--- config.mk ---
export PLATFORM = sky130hd
export DESIGN_NAME = hazard_control_unit
export DESIGN_NICKNAME = d
export VERILOG_FILES = /design/src/rtl/hazard_control_unit.sv
export SDC_FILE = /design/constraint.sdc
export NUM_CORES = 1
export LEC_CHECK = 0
export ABC_AREA = 1
export CAP_MARGIN = 20
export CORE_MARGIN = 4
export CORE_UTILIZATION = 36
export CTS_BUF_LIST = sky130_fd_sc_hd__clkbuf_16
export CTS_CLUSTER_DIAMETER = 30
export DETAILED_ROUTE_END_ITERATION = 10
export PLACE_DENSITY_LB_ADDON = 0.12
export SLEW_MARGIN = 40
export SYNTH_ARGS = -nofsm -noshare
export SYNTH_HDL_FRONTEND = slang
export SYNTH_SLANG_ARGS = --single-unit
--- constraint.sdc ---
create_clock -name clk -period 5.1 [get_ports clk]
set_input_delay 1.02 -clock clk [delete_from_list [all_inputs] [get_ports clk]]
set_output_delay 1.02 -clock clk [all_outputs]
set_load 0.01 [all_outputs]
--- src/rtl/hazard_control_unit.sv ---
`default_nettype none
//============================================================================
// Module      : hazard_control_unit
// Description : Pipeline sequencing controller for the 5-stage RV64 core.
//               Detects load-use hazards against the ID/EX load, resolves
//               taken branches in EX and honours data-memory wait by
//               driving pipeline write-enables, flushes, bubbles and the
//               next-PC select. All control outputs are combinational.
//               Optional performance counters are built when the macro
//               HAZARD_PERF_CNT_EN is defined; otherwise they read as zero.
// Revision    : 1.0 - initial release
//============================================================================
module hazard_control_unit #(
    parameter int LOAD_STALL_CYCLES = 1,  // bubbles per load-use hazard (1..3)
    parameter int BRANCH_PENALTY    = 1   // IF/ID flush cycles per taken branch (1..4)
) (
    input  logic        clk,
    input  logic        reset,
    input  logic [4:0]  id_rs1,
    input  logic [4:0]  id_rs2,
    input  logic        id_uses_rs2,
    input  logic        id_ex_mem_read,
    input  logic [4:0]  id_ex_rd,
    input  logic        ex_branch,
    input  logic        ex_zero,
    input  logic        mem_busy,
    output logic        pc_write,
    output logic        pc_src,
    output logic        if_id_write,
    output logic        if_id_flush,
    output logic        id_ex_write,
    output logic        id_ex_bubble,
    output logic        ex_mem_write,
    output logic [31:0] stall_cycles,
    output logic [31:0] flush_events
);

    localparam logic [1:0] c_ST_RUN   = 2'd0;
    localparam logic [1:0] c_ST_STALL = 2'd1;
    localparam logic [1:0] c_ST_FLUSH = 2'd2;
    localparam logic [1:0] c_ST_WAIT  = 2'd3;

    // Extra cycles beyond the first one spent in STALL / FLUSH
    localparam logic       c_MULTI_STALL  = (LOAD_STALL_CYCLES > 1);
    localparam logic       c_MULTI_FLUSH  = (BRANCH_PENALTY > 1);
    localparam logic [1:0] c_STALL_RELOAD = (LOAD_STALL_CYCLES > 1) ? 2'(LOAD_STALL_CYCLES - 2) : 2'd0;
    localparam logic [1:0] c_FLUSH_RELOAD = (BRANCH_PENALTY > 1) ? 2'(BRANCH_PENALTY - 2) : 2'd0;

    logic [1:0] r_state;
    logic [1:0] r_saved_state;
    logic [1:0] r_cnt;

    logic [1:0] w_state_nxt;
    logic [1:0] w_saved_nxt;
    logic [1:0] w_cnt_nxt;
    logic [1:0] w_eff_state;
    logic       w_load_use;
    logic       w_taken;

    logic w_pc_write;
    logic w_pc_src;
    logic w_if_id_write;
    logic w_if_id_flush;
    logic w_id_ex_write;
    logic w_id_ex_bubble;
    logic w_ex_mem_write;

    // Hazard terms: a load to x0 never creates a dependency
    assign w_load_use = id_ex_mem_read && (id_ex_rd != 5'd0) &&
                        ((id_ex_rd == id_rs1) || (id_uses_rs2 && (id_ex_rd == id_rs2)));
    assign w_taken    = ex_branch && ex_zero;

    // On release from WAIT the saved state is executed in the same cycle
    assign w_eff_state = (r_state == c_ST_WAIT) ? r_saved_state : r_state;

    // Output decode and next-state selection; priority mem_busy > taken > load_use
    always_comb begin
        w_state_nxt    = r_state;
        w_saved_nxt    = r_saved_state;
        w_cnt_nxt      = r_cnt;
        w_pc_write     = 1'b1;
        w_pc_src       = 1'b0;
        w_if_id_write  = 1'b1;
        w_if_id_flush  = 1'b0;
        w_id_ex_write  = 1'b1;
        w_id_ex_bubble = 1'b0;
        w_ex_mem_write = 1'b1;

        if (reset) begin
            w_pc_write     = 1'b0;
            w_if_id_write  = 1'b0;
            w_id_ex_write  = 1'b0;
            w_ex_mem_write = 1'b0;
            w_if_id_flush  = 1'b1;
            w_id_ex_bubble = 1'b1;
            w_state_nxt    = c_ST_RUN;
            w_saved_nxt    = c_ST_RUN;
            w_cnt_nxt      = 2'd0;
        end else if (mem_busy) begin
            // Freeze the whole pipeline; the sequence resumes where it stopped
            w_pc_write     = 1'b0;
            w_if_id_write  = 1'b0;
            w_id_ex_write  = 1'b0;
            w_ex_mem_write = 1'b0;
            w_state_nxt    = c_ST_WAIT;
            if (r_state != c_ST_WAIT) begin
                w_saved_nxt = r_state;
            end
        end else begin
            case (w_eff_state)
                c_ST_RUN: begin
                    if (w_taken) begin
                        // Squash the two younger instructions in IF/ID and ID/EX
                        w_pc_src       = 1'b1;
                        w_if_id_flush  = 1'b1;
                        w_id_ex_bubble = 1'b1;
                        w_state_nxt    = c_MULTI_FLUSH ? c_ST_FLUSH : c_ST_RUN;
                        w_cnt_nxt      = c_FLUSH_RELOAD;
                    end else if (w_load_use) begin
                        w_pc_write     = 1'b0;
                        w_if_id_write  = 1'b0;
                        w_id_ex_bubble = 1'b1;
                        w_state_nxt    = c_MULTI_STALL ? c_ST_STALL : c_ST_RUN;
                        w_cnt_nxt      = c_STALL_RELOAD;
                    end else begin
                        w_state_nxt = c_ST_RUN;
                    end
                end
                c_ST_STALL: begin
                    // Hazard is not re-checked until back in RUN
                    w_pc_write     = 1'b0;
                    w_if_id_write  = 1'b0;
                    w_id_ex_bubble = 1'b1;
                    if (r_cnt == 2'd0) begin
                        w_state_nxt = c_ST_RUN;
                    end else begin
                        w_state_nxt = c_ST_STALL;
                        w_cnt_nxt   = r_cnt - 2'd1;
                    end
                end
                c_ST_FLUSH: begin
                    // ID/EX holds a bubble here, so no branch can be taken
                    w_if_id_flush  = 1'b1;
                    w_id_ex_bubble = 1'b1;
                    if (r_cnt == 2'd0) begin
                        w_state_nxt = c_ST_RUN;
                    end else begin
                        w_state_nxt = c_ST_FLUSH;
                        w_cnt_nxt   = r_cnt - 2'd1;
                    end
                end
                default: begin
                    // A saved WAIT is never recorded; recover to RUN
                    w_state_nxt = c_ST_RUN;
                end
            endcase
        end
    end

    // Sequencer state registers
    always_ff @(posedge clk) begin
        if (reset) begin
            r_state       <= c_ST_RUN;
            r_saved_state <= c_ST_RUN;
            r_cnt         <= 2'd0;
        end else begin
            r_state       <= w_state_nxt;
            r_saved_state <= w_saved_nxt;
            r_cnt         <= w_cnt_nxt;
        end
    end

    assign pc_write     = w_pc_write;
    assign pc_src       = w_pc_src;
    assign if_id_write  = w_if_id_write;
    assign if_id_flush  = w_if_id_flush;
    assign id_ex_write  = w_id_ex_write;
    assign id_ex_bubble = w_id_ex_bubble;
    assign ex_mem_write = w_ex_mem_write;

`ifdef HAZARD_PERF_CNT_EN
    logic [31:0] r_stall_cycles;
    logic [31:0] r_flush_events;
    logic        w_flush_evt;

    assign w_flush_evt = !reset && !mem_busy && (w_eff_state == c_ST_RUN) && w_taken;

    // Saturating performance counters
    always_ff @(posedge clk) begin
        if (reset) begin
            r_stall_cycles <= 32'd0;
            r_flush_events <= 32'd0;
        end else begin
            if (!w_pc_write && (r_stall_cycles != 32'hFFFF_FFFF)) begin
                r_stall_cycles <= r_stall_cycles + 32'd1;
            end
            if (w_flush_evt && (r_flush_events != 32'hFFFF_FFFF)) begin
                r_flush_events <= r_flush_events + 32'd1;
            end
        end
    end

    assign stall_cycles = r_stall_cycles;
    assign flush_events = r_flush_events;
`else
    assign stall_cycles = 32'd0;
    assign flush_events = 32'd0;
`endif

endmodule
`default_nettype wire

======== Yosys cells after proc, flatten, opt, wreduce, memory -nomap -nowiden ========
Cells that the tools add are included.
W data, S select, Z words.
word-level totals
  flip-flop bits (word level) ............. 6
  input port bits ......................... 22
  output and inout port bits .............. 71
  logic and storage cells ................. 53
operators by class
  add/subtract/negate cells ............... 1
  eq/ne operators ......................... 8
  mux-type cells .......................... 28
  bitwise operators ....................... 1
  reductions and logical operators ........ 12
operators by type and width
  operator               number
  $mux W1                17
  $mux W2                6
  $eq A5 B5 Y1           2
  $pmux W2 S2            2
  $pmux W1 S2            3
  $reduce_bool A5 Y1     1
  $eq A2 B2 Y1 const B   2
  $logic_and A1 B1 Y1    4
  $logic_not A2 Y1       2
  $ne A2 B2 Y1 const B   2
  $reduce_and A4 Y1      1
  $ne A3 B3 Y1 const B   1
  $eq A2 B1 Y1 const B   1
  $reduce_and A2 Y1      1
  $reduce_bool A2 Y1     1
  $reduce_or A2 Y1       1
  $sub A2 B1 Y2 const B  1
  $logic_or A1 B1 Y1     1
  $not A1 Y1             1

======== Longest topological paths before layout ========
Gate-level depths: netlist of the first run.
  depth after elaboration ................. 9
  gate-level depth with buffers ........... 12
  mapped depth without buffers ............ 12

======== Worst setup path before layout of the first run ========
Ideal clock, no wire load.
  path type ............................... in2out
  start ................................... input id_ex_rd[2]
  end ..................................... output pc_write
  arrival ................................. 1.725 ns
  required time ........................... 4.080 ns
  slack ................................... 2.355 ns
  stages on the path ...................... 8
  buffers on the path ..................... 1
  cells stage by stage .................... inv_1 > nand4_1 > o21ai_0 > inv_1 > nand3_1 > nand3_1 > inv_1 > buf_4
between the ends
  word-level cells in the longest chain between the ends .. 9
  elaborated cells between the ends (all ways) .. 12
  classes of those cells .................. eq/ne: 2; mux: 5; reduce/logical: 5
ends and longest elaborated chain
  item                      RTL line  source
  from (decl)               23        input logic [4:0] id_ex_rd,
  $eq A5 B5 Y1              70        ((id_ex_rd == id_rs1) || (id_uses_rs2 && (id_ex_rd == id_rs2)));
  $logic_and A1 B1 Y1       70
  $logic_or A1 B1 Y1        70
  $logic_and A1 B1 Y1 (*)   69        assign w_load_use = id_ex_mem_read && (id_ex_rd != 5'd0) &&
  $mux W1 (*) (2 in a row)  -
  $pmux W1 S2 (*)           -
  $mux W1 (*) (2 in a row)  -
  to (decl)                 27        output logic pc_write,
Mark *: on every way between the ends. The rest lies on a longest branch, timed or not.

======== Worst setup path in the final report of the first run ========
  start ................................... input id_ex_rd[4]
  end ..................................... output id_ex_bubble
between the ends
  word-level cells in the longest chain between the ends .. 9
  elaborated cells between the ends (all ways) .. 12
  classes of those cells .................. eq/ne: 2; mux: 5; reduce/logical: 5
ends and longest elaborated chain
  item                     RTL line  source
  $eq A5 B5 Y1             70
  $logic_and A1 B1 Y1      70
  $logic_or A1 B1 Y1       70
  $logic_and A1 B1 Y1 (*)  69
  $mux W1 (*)              119       end else if (w_load_use) begin
  $mux W1 (*)              112       if (w_taken) begin
  $pmux W1 S2 (*)          110       case (w_eff_state)
  $mux W1 (*)              99        end else if (mem_busy) begin
  $mux W1 (*)              89        if (reset) begin
  to (decl)                32        output logic id_ex_bubble,
Marks and branches as above.

==> results.md, run 1 <==
- CTS H-tree lvls: 1
- Proportion of synthesized area in mux cells: 0%
- Number of DRC markers in iteration 0: 27
- Hold WC Path Type: reg2reg
- Yosys warnings: 0
- RSZ-0062 raised after global routing: false
- Floorplan die width: 64.4 µm
- Final setup viols: 0
- R2R Path Start: r_state[0]$_SDFF_PP0_
- Fin cells: 260
- Final Skew: 0.00241 ns
- Row cnt: 20
- Met2 WL post-DR: 876 µm
- IO Count: between 90 and 100
- Hold wc startpoint: r_saved_state[0]$_SDFFE_PP0P_
- Layout cells sized above 1: roughly 5.1%
- Hold Path End: r_saved_state[0]$_SDFFE_PP0P_
- Total number of vias: 905
- Cell taking the most area after synthesis: buf_4
- Ranking of synthesized cells by area: buf_4 43%, nand2_1 13%, dfxtp_1 11%
- Worst reg2reg path depth: 9
- Crit share post-route: about three quarters
- Reg2reg setup slack: 3.22 ns
- Met1 wire length: 813 µm
- Vias in the first global route: a little under 800
- Post-Syn Instances: about 190
- Worst Path Required: 4.08 ns
- Port Buffers: 28
- Final Net Count: 245
- Final Hold Fails: 0
- Simple-gate share of the synthesized area: between 20 and 25%
- Worst Path Max Fanout: 4
- Dpl cells: 257
- Routed wire length: 2.00 mm
- Pin count of the biggest net entering global routing: 7
- All-Layer GR Usage: 9.21%
- Post-route DRC violation count: 0
- Uppermost routed layer: met3
- Hold-fix buffers at CTS: 0
- Vias/cell: 3.48
- Clock root cell: clkbuf_16
- Hold Path Depth: 2
- Setup TNS Final: 0 ns
- Slowest cell on crit path: clkdlybuf4s50_1
- Fmax: 266 MHz
- Syn avg cell area: 6.08 µm²
- First-pass GRT wire length: between 3 and 4 mm
- CP arrival: 2.75 ns
- Clock insertion delay at the later pin of the skew report: ~0.23 ns
- Antenna Cells: 0
- Clock buffer depth: 2
- Reg2reg end: r_cnt[0]$_SDFFE_PP0P_
- Antenna Nets Post-Route: 0
- Most used cell, CP: nand2_1
- RePlAce Congestion: 0.747
- Most frequent cells in the layout: 64 x conb_1, 40 x nand2_1, 28 x inv_1, 28 x clkdlybuf4s50_1, 14 x nor2_1
- Core area: 3050 µm²
- Synth Area in XOR/XNOR: 0.766%
- Die area: 4140 µm²
- Post-Synth Adder-Cell Area: 5.47%
- Initial antenna violation count: 0
- Commonest non-fill, non-tap cell in the layout: conb_1
- Netlist cell types: 17
- Slew Viols, Final: 0
- Cts bufs inserted: 3
- DRT Pass-1 Iters: 4
- Met3 wire len: just over 300 µm
- GRT overflow: 0
- Max VDD drop: 0.0976 mV
- Resized cells post-CTS: 0
- Clock sink total: 6
- Initial core utilization: 37.5%
- Seq/Total Area, Yosys: 10.5%
- Leakage Power: 0.768 nW
- Crit start category: input pin
- Routed len/inst: 7.69 µm
- Die Span Y: 64.4 µm
- Reg clk slew, reported paths: about 0.030 ns
- Post-CTS setup repair buffer count: 0
- CP cell instances: clkdlybuf4s50_1 -> inv_1 -> nand2_1 -> nand2_1 -> nor2_1 -> nand3_1 -> nand2_2 -> nand2_2 -> nand3_1 -> nand2_1 -> nand2_1 -> clkdlybuf4s50_1
- Kind of critical path: in2out
- Max incr delay on CP: ~0.53 ns
- Critical path endpoint category: output port
- Largest family of logic cells by synthesized area: buffers and inverters
- Synth top area share: 43.3%
- Synth Register Bits: 6
- Post-DP HPWL: 1.78 mm
- Outcome: completed
- Min cycle time layout: 3.77 ns
- Mapped Area: between 1000 and 1500 µm²
- Total chip power: 0.271 mW
- CTS tree: built
- Fillcell total: 330
- Maxcap violations: 0
- Compound-Gate Fraction of Synth Area: 5.03%
- Area Growth Syn to Fin: 13.2%
- Cell Pwr Density: around 210 nW/µm²
==> synthesized netlist by cell type <==
master    count
nor3_1        1
dfxtp_1       6
a21oi_1       6
o21ai_0       2
inv_1        28
inv_2         3
conb_1        1
buf_4        66
a21oi_2       1
nor2_1       14
nand4_1       1
xnor2_1       1
nand2_2       4
ha_1          5
nand3_1       8
nand2_1      40
a221oi_1      1
==> layout make-up <==
type	instances	area, µm²	share of cell area (%)
Clock buffer	3	75.1	5.80
Tap cell	44	55.1	4.25
Inverter	31	116	8.99
Sequential cell	6	120	9.28
Multi-Input combinational cell	148	648	50.0
Timing Repair Buffer	28	280	21.6
==> power by group <==
part | leakage [nW] | switching, mW | total (mW) | internal, mW
logic | 0.682 | 0.0574 | 0.0931 | 0.0357
clock network | 0.0370 | 0.0251 | 0.126 | 0.100
registers | 0.0496 | 0.00133 | 0.0523 | 0.0509
==> state kept, by name (all words and copies together), names as in the netlist <==
| name | count |
|---|---|
| r_cnt | 2 |
| r_saved_state | 2 |
| r_state | 2 |
==> cells by family (layout without fill, tap and decap cells) <==
kind of cell / count (synthesis) / in the layout
flops: 6 / 6
compound gates: 10 / 10
xor+xnor: 1 / 1
buf+inv: 97 / 62
simple gates: 68 / 68
fa+ha+maj: 5 / 5
other cells: 1 / 64
==> per-stage QoR <==
stage	hold WS (ns)	instance area (µm²)	setup WS (ns)	utilization, %
2_1_floorplan	0.437	1380	2.35	-
3_3_place_gp	0.471	1220	1.30	40.0
3_5_place_dp	0.466	1220	1.30	40.0
4_1_cts	0.473	1290	1.30	42.4
5_1_grt	0.523	1290	1.12	42.4
6_report	0.467	1290	1.33	42.4
==> routing by layer <==
layer / track usage [%] / vias up
met2: 16.5 / 59
met5: 0 / -
met3: 3.34 / 0
li1: - / 485
met1: 10.8 / 361
met4: 0.792 / 0
==> worst max path at each step <==
stage / startpoint / to / slack (ns)
after floorplan: id_ex_rd[2] / pc_write / 2.35
after global placement: id_ex_rd[3] / id_ex_bubble / 1.30
after detailed placement: id_ex_rd[3] / id_ex_bubble / 1.30
after CTS: id_ex_rd[3] / id_ex_bubble / 1.30
after global routing: id_ex_rd[4] / id_ex_bubble / 1.12
final: id_ex_rd[4] / id_ex_bubble / 1.33
==> worst max-delay path: cells and delay by family <==
kind                   cells  cell delay, ns
AND/OR/NAND/NOR            9            0.62
buffers and inverters      3            1.12
No activity file was read; power rests on OpenSTA's default activity.
==> run 2, diff against run 1 <==
--- a/config.mk
+++ b/config.mk
@@ -8,7 +8,7 @@
 export ABC_AREA = 1
 export CAP_MARGIN = 20
 export CORE_MARGIN = 4
-export CORE_UTILIZATION = 36
+export CORE_UTILIZATION = 30
 export CTS_BUF_LIST = sky130_fd_sc_hd__clkbuf_16
 export CTS_CLUSTER_DIAMETER = 30
 export DETAILED_ROUTE_END_ITERATION = 10
==> constraint.sdc (replaced) <==
create_clock -name clk -period 3.4 [get_ports clk]
set_input_delay 0.68 -clock clk [delete_from_list [all_inputs] [get_ports clk]]
set_output_delay 0.68 -clock clk [all_outputs]
set_load 0.01 [all_outputs]
==> results.md, run 2 (synthesized netlist as in run 1, its figures left out) <==
- Outcome: completed
- GRT overflow: 0 (unchanged)
- Row cnt: 22 (+10%)
- Most used cell, CP: nand2_1
- Antenna Cells: 0 (unchanged)
- Final setup viols: 0 (unchanged)
- Kind of critical path: in2out
- Number of DRC markers in iteration 0: 29 (+7.4%)
- IO Count: 93 (unchanged)
- Max VDD drop: 0.150 mV (+54%)
- Die area: 4860 µm² (+17%)
- Most frequent cells in the layout: 64 x conb_1, 40 x nand2_1, 28 x inv_1, 28 x clkdlybuf4s50_1, 14 x nor2_1
- Clock sink total: 6 (unchanged)
- Post-route DRC violation count: 0 (unchanged)
- All-Layer GR Usage: 7.73% (-1.5 points)
- Initial antenna violation count: 0 (unchanged)
- RePlAce Congestion: 0.696 (-6.8%)
- Fin cells: 264 (+1.5%)
- Worst Path Required: 2.72 ns (-1.36 ns)
- Vias/cell: 3.45 (-0.86%)
- Fmax: 324 MHz
- Crit start category: input pin
- Port Buffers: 28 (unchanged)
- Clock buffer depth: 2 (unchanged)
- Crit share post-route: 90.7%
- Hold WC Path Type: reg2reg
- Biggest regs: r_cnt (2), r_saved_state (2), r_state (2)
- DRT Pass-1 Iters: 4 (unchanged)
- Total number of vias: 911 (+0.66%)
- Dpl cells: 261 (+1.6%)
- Uppermost routed layer: met3
- Power share of the sequential group: 19.1% (-0.2 points)
- CP cell instances: clkdlybuf4s50_1 -> inv_2 -> nand2_1 -> nand2_1 -> nor2_1 -> nand3_1 -> nand2_2 -> nand2_2 -> nand3_1 -> nand2_1 -> nand2_1 -> clkdlybuf4s50_1
- Clock insertion delay at the later pin of the skew report: 0.23 ns (about the same)
- Area Growth Syn to Fin: 13.7%
- Worst Path Max Fanout: 3 (-1)
- Total chip power: 0.410 mW (+51%)
- Cts bufs inserted: 3 (unchanged)
- Initial core utilization: 31.2% (-6.2 points)
- Fin Hold WS: 0.472 ns (+0.00493 ns)
- Layout cells sized above 1: 5.09% (unchanged)
- Vias in the first global route: 776 (+0.26%)
- RSZ-0062 raised after global routing: false
- Clock root cell: clkbuf_16
- Post-DP HPWL: 1.90 mm (+6.3%)
- Cell Pwr Density: 315 nW/µm² (+51%)
- CTS H-tree lvls: 1 (unchanged)
- Critical path endpoint category: output port
- Met3 wire len: 288 µm (-6.8%)
- Buf/Inv on CP: 3 (unchanged)
- Net Sw Frac: 31.5% (+0.55 points)
- Pin count of the biggest net entering global routing: 7 (unchanged)
- Commonest non-fill, non-tap cell in the layout: conb_1
- Fillcell total: 408 (+24%)
- Switching power: 0.129 mW (+54%)
- Reg clk slew, reported paths: 0.03 ns (about the same)
- Final Hold Fails: 0 (unchanged)
- Reg2reg setup slack: 1.50 ns (-1.72 ns)
- Min cycle time layout: 3.08 ns
- CTS tree: built
- First-pass GRT wire length: 3.15 mm (+0.45%)
- Maxcap violations: 0 (unchanged)
- Routed len/inst: 8.01 µm (+4.2%)
- Resized cells post-CTS: 0 (unchanged)
- Met2 WL post-DR: 992 µm (+13%)
- Leakage Power: 0.768 nW (unchanged)
- Comb power frac: 34.1% (-0.3 points)
- Routed wire length: 2.12 mm (+5.8%)
- Final Skew: 0.00417 ns (+0.00176 ns)
- Final Net Count: 245 (unchanged)
- P_int: 0.281 mW (+50%)
- Core area: 3660 µm² (+20%)
- Clk network pwr share: 46.8% (+0.5 points)
- CP arrival: 2.40 ns (-0.35 ns)
- Met1 wire length: 834 µm (+2.6%)
- Max incr delay on CP: 0.53 ns (about the same)
- Hold-fix buffers at CTS: 0 (unchanged)
- Slew Viols, Final: 0 (unchanged)
- Setup TNS Final: 0 ns (unchanged)
- Die Span Y: 69.7 µm (+8.4%)
- Slowest cell on crit path: clkdlybuf4s50_1
- Floorplan die width: 69.7 µm (+8.4%)
- Antenna Nets Post-Route: 0 (unchanged)
- CP delay by family, top: buffers and inverters
- Post-CTS setup repair buffer count: 0 (unchanged)
## run 2: cell counts in the layout (fill, tap and decap cells not counted)
Identical to the previous run, type by type.
## run 2: cell type report
class                   count  area, µm²  area share (%)
clock buffers               3       75.1            5.77
repair buffers             28        280            21.6
inverters                  31        116            8.95
flip-flops and latches      6        120            9.24
multi-input cells         148        648            49.9
well taps                  48       60.1            4.62
## run 2: layer usage
| metal | vias up | global-route usage (%) |
|---|---|---|
| li1 | 485 | - |
| met1 | 369 | 8.98 |
| met2 | 57 | 13.6 |
| met3 | 0 | 3.04 |
| met4 | 0 | 1.28 |
| met5 | - | 0 |
## run 2: power groups by stage
stage	clock, mW	combinational (mW)	sequential [mW]
after CTS	0.195	0.139	0.0784
after detailed placement	0	0.138	0.0794
after global placement	0	0.139	0.0795
final	0.192	0.140	0.0783
after global routing	0.198	0.159	0.0788
after floorplan	0	0.146	0.0790
## run 2: worst paths after layout
check / from / cells past startpoint / endpoint
max: id_ex_rd[1] / 12 / id_ex_bubble
min reg2reg: r_saved_state[0]$_SDFFE_PP0P_ / 2 / r_saved_state[0]$_SDFFE_PP0P_
max reg2reg: r_state[0]$_SDFF_PP0_ / 11 / r_cnt[1]$_SDFFE_PP0P_
min: r_saved_state[0]$_SDFFE_PP0P_ / 2 / r_saved_state[0]$_SDFFE_PP0P_
## run 2: worst reg2reg max path: stages, from the launching register on
cell and delay, ns:
dfxtp_1 0.32, inv_1 0.05, a21oi_1 0.26, inv_1 0.14
ha_1 0.34, inv_1 0.10, o21ai_0 0.28, a21oi_2 0.09
nand2_2 0.09, nand2_1 0.05, nand2_1 0.05, nor2_1 0.04
## run 2: metrics by stage
step	util [%]	cell area, µm²	setup slack (ns)
6_report	35.5	1300	0.316
2_1_floorplan	-	1380	1.28
5_1_grt	35.5	1300	0.149
3_5_place_dp	33.5	1220	0.283
3_3_place_gp	33.5	1220	0.288
4_1_cts	35.5	1300	0.281
==> run 3, diff against run 2 <==
--- a/config.mk
+++ b/config.mk
@@ -8,7 +8,7 @@
 export ABC_AREA = 1
 export CAP_MARGIN = 20
 export CORE_MARGIN = 4
-export CORE_UTILIZATION = 30
+export CORE_UTILIZATION = 33
 export CTS_BUF_LIST = sky130_fd_sc_hd__clkbuf_16
 export CTS_CLUSTER_DIAMETER = 30
 export DETAILED_ROUTE_END_ITERATION = 10
==> constraint.sdc (replaced) <==
create_clock -name clk -period 3 [get_ports clk]
set_input_delay 0.6 -clock clk [delete_from_list [all_inputs] [get_ports clk]]
set_output_delay 0.6 -clock clk [all_outputs]
set_load 0.01 [all_outputs]
==> results.md, run 3 (synthesized netlist as in run 1, its figures left out) <==
- Core area: 3340 µm² (-8.9%)
- Clk network pwr share: 46.8% (about the same)
- Cell Pwr Density: 354 nW/µm² (+12%)
- Pin count of the biggest net entering global routing: 7 (unchanged)
- Floorplan die width: 66.9 µm (-4.1%)
- Switching power: 0.145 mW (+13%)
- Initial core utilization: 34.3% (+3.0 points)
- Worst Path Required: 2.40 ns (-0.32 ns)
- CP cell instances: clkdlybuf4s50_1 -> inv_2 -> nand2_1 -> nand2_1 -> nor2_1 -> nand3_1 -> nand2_2 -> nand3_1 -> nand3_1 -> inv_1 -> clkdlybuf4s50_1
- Antenna Nets Post-Route: 0 (unchanged)
- Most used cell, CP: nand3_1
- Routed len/inst: 7.57 µm (-5.5%)
- Max incr delay on CP: 0.51 ns (-0.02 ns)
- Final Skew: 0.00156 ns (-0.00261 ns)
- Commonest non-fill, non-tap cell in the layout: conb_1
- Setup slack after layout: 0.175 ns (-0.141 ns)
- Kind of critical path: in2out
- Fin Hold WS: 0.466 ns (-0.00666 ns)
- Biggest regs: r_cnt (2), r_saved_state (2), r_state (2)
- Initial antenna violation count: 0 (unchanged)
- Critical path endpoint category: output port
- Slowest cell on crit path: clkdlybuf4s50_1
- RSZ-0062 raised after global routing: false
- Hold WC Path Type: reg2reg
- CP delay by family, top: buffers and inverters
- Maxcap violations: 0 (unchanged)
- Clock insertion delay at the later pin of the skew report: 0.23 ns (about the same)
- Setup TNS Final: 0 ns (unchanged)
- Die Span Y: 66.9 µm (-4.1%)
- Crit start category: input pin
- Leakage Power: 0.804 nW (+4.7%)
- Fmax: 354 MHz
- Area Growth Syn to Fin: 14.8%
- Comb power frac: 34.1% (about the same)
- Worst slack, placed: 0.0603 ns (-0.223 ns)
- Hold-fix buffers at CTS: 0 (unchanged)
- Final setup viols: 0 (unchanged)
- Vias/cell: 3.43 (-0.50%)
- Outcome: completed
- Clock buffer depth: 2 (unchanged)
- Row cnt: 21 (-4.5%)
- GRT overflow: 0 (unchanged)
- Die area: 4470 µm² (-8.1%)
- Net Sw Frac: 31.3% (-0.15 points)
- Worst Path Max Fanout: 3 (unchanged)
- Final Hold Fails: 0 (unchanged)
- Post-CTS setup repair buffer count: 0 (unchanged)
- Clock sink total: 6 (unchanged)
- Routed wire length: 1.99 mm (-5.8%)
- Resized cells post-CTS: 0 (unchanged)
- Post-DP HPWL: 1.80 mm (-5.1%)
- CTS tree: built
- DRT Pass-1 Iters: 4 (unchanged)
- All-Layer GR Usage: 8.67% (+0.94 points)
- Reg clk slew, reported paths: 0.03 ns (about the same)
- Total number of vias: 903 (-0.88%)
- RePlAce Congestion: 0.735 (+5.6%)
- CP arrival: 2.22 ns (-0.18 ns)
- Layout cells sized above 1: 5.53% (+0.44 points)
- Cts bufs inserted: 3 (unchanged)
- Clock root cell: clkbuf_16
- Port Buffers: 28 (unchanged)
- IO Count: 93 (unchanged)
- Buf/Inv on CP: 4 (+1)
- First-pass GRT wire length: 2.97 mm (-5.5%)
- Slew Viols, Final: 0 (unchanged)
- Number of DRC markers in iteration 0: 15 (-48%)
- Antenna Cells: 0 (unchanged)
- Power share of the sequential group: 19.1% (about the same)
- Min cycle time layout: 2.82 ns
- Vias in the first global route: 743 (-4.3%)
- Crit share post-route: 94.2%
- Post-route DRC violation count: 0 (unchanged)
- Most frequent cells in the layout: 64 x conb_1, 40 x nand2_1, 28 x inv_1
- Final Net Count: 246 (+0.41%)
- P_int: 0.319 mW (+13%)
- CTS H-tree lvls: 1 (unchanged)
- Max VDD drop: 0.188 mV (+25%)
==> run 3: changes by cell type in the layout (fill, tap and decap cells not counted), sizes merged <==
| cell | before | now |
|---|---|---|
| buf | 0 | 1 |
| clkdlybuf4s50 | 28 | 25 |
| dlymetal6s2s | 0 | 3 |
==> run 3: layout make-up <==
type                       instances  area, µm²
multi-input combinational        148        648
timing repair buffer              29        295
fill                             389       2020
clock buffer                       3       75.1
inverter                          31        116
tap                               46       57.6
sequential                         6        120
==> run 3: layer usage <==
metal	track usage (%)	vias to the layer above	share of wire, %
met4	1.52	0	0.20
met1	10.5	357	40
met5	0	-	0
li1	-	487	-
met3	3.20	2	15
met2	14.7	57	44
==> run 3: per-stage QoR <==
step	utilization [%]	std cells	power, mW	cell area, µm²
after floorplan	-	251	0.255	1380
after global placement	36.9	260	0.249	1230
after detailed placement	36.9	260	0.248	1230
after CTS	39.1	263	0.467	1310
after global routing	39.3	263	0.498	1310
final	39.3	263	0.464	1310
==> run 3: path summary, 6_finish.rpt <==
check,startpoint,to,slack (ns),cells past startpoint
max reg2reg,r_state[1]$_SDFF_PP0_,r_cnt[1]$_SDFFE_PP0P_,1.27,9
max,id_ex_rd[3],if_id_write,0.18,11
min reg2reg,r_saved_state[0]$_SDFFE_PP0P_,r_saved_state[0]$_SDFFE_PP0P_,0.47,2
min,r_saved_state[0]$_SDFFE_PP0P_,r_saved_state[0]$_SDFFE_PP0P_,0.47,2
==> run 3: power groups by stage <==
stage	registers, mW	clock network, mW	logic [mW]
after floorplan	0.0895	0	0.165
after global placement	0.0898	0	0.159
after detailed placement	0.0900	0	0.158
after CTS	0.0887	0.220	0.158
after global routing	0.0897	0.226	0.182
final	0.0887	0.217	0.158
==> run 3: worst min-delay path, cell delays in order, from the launching register on <==
cell and delay, ns:
dfxtp_1 0.32, a21oi_1 0.04, nor2_1 0.07
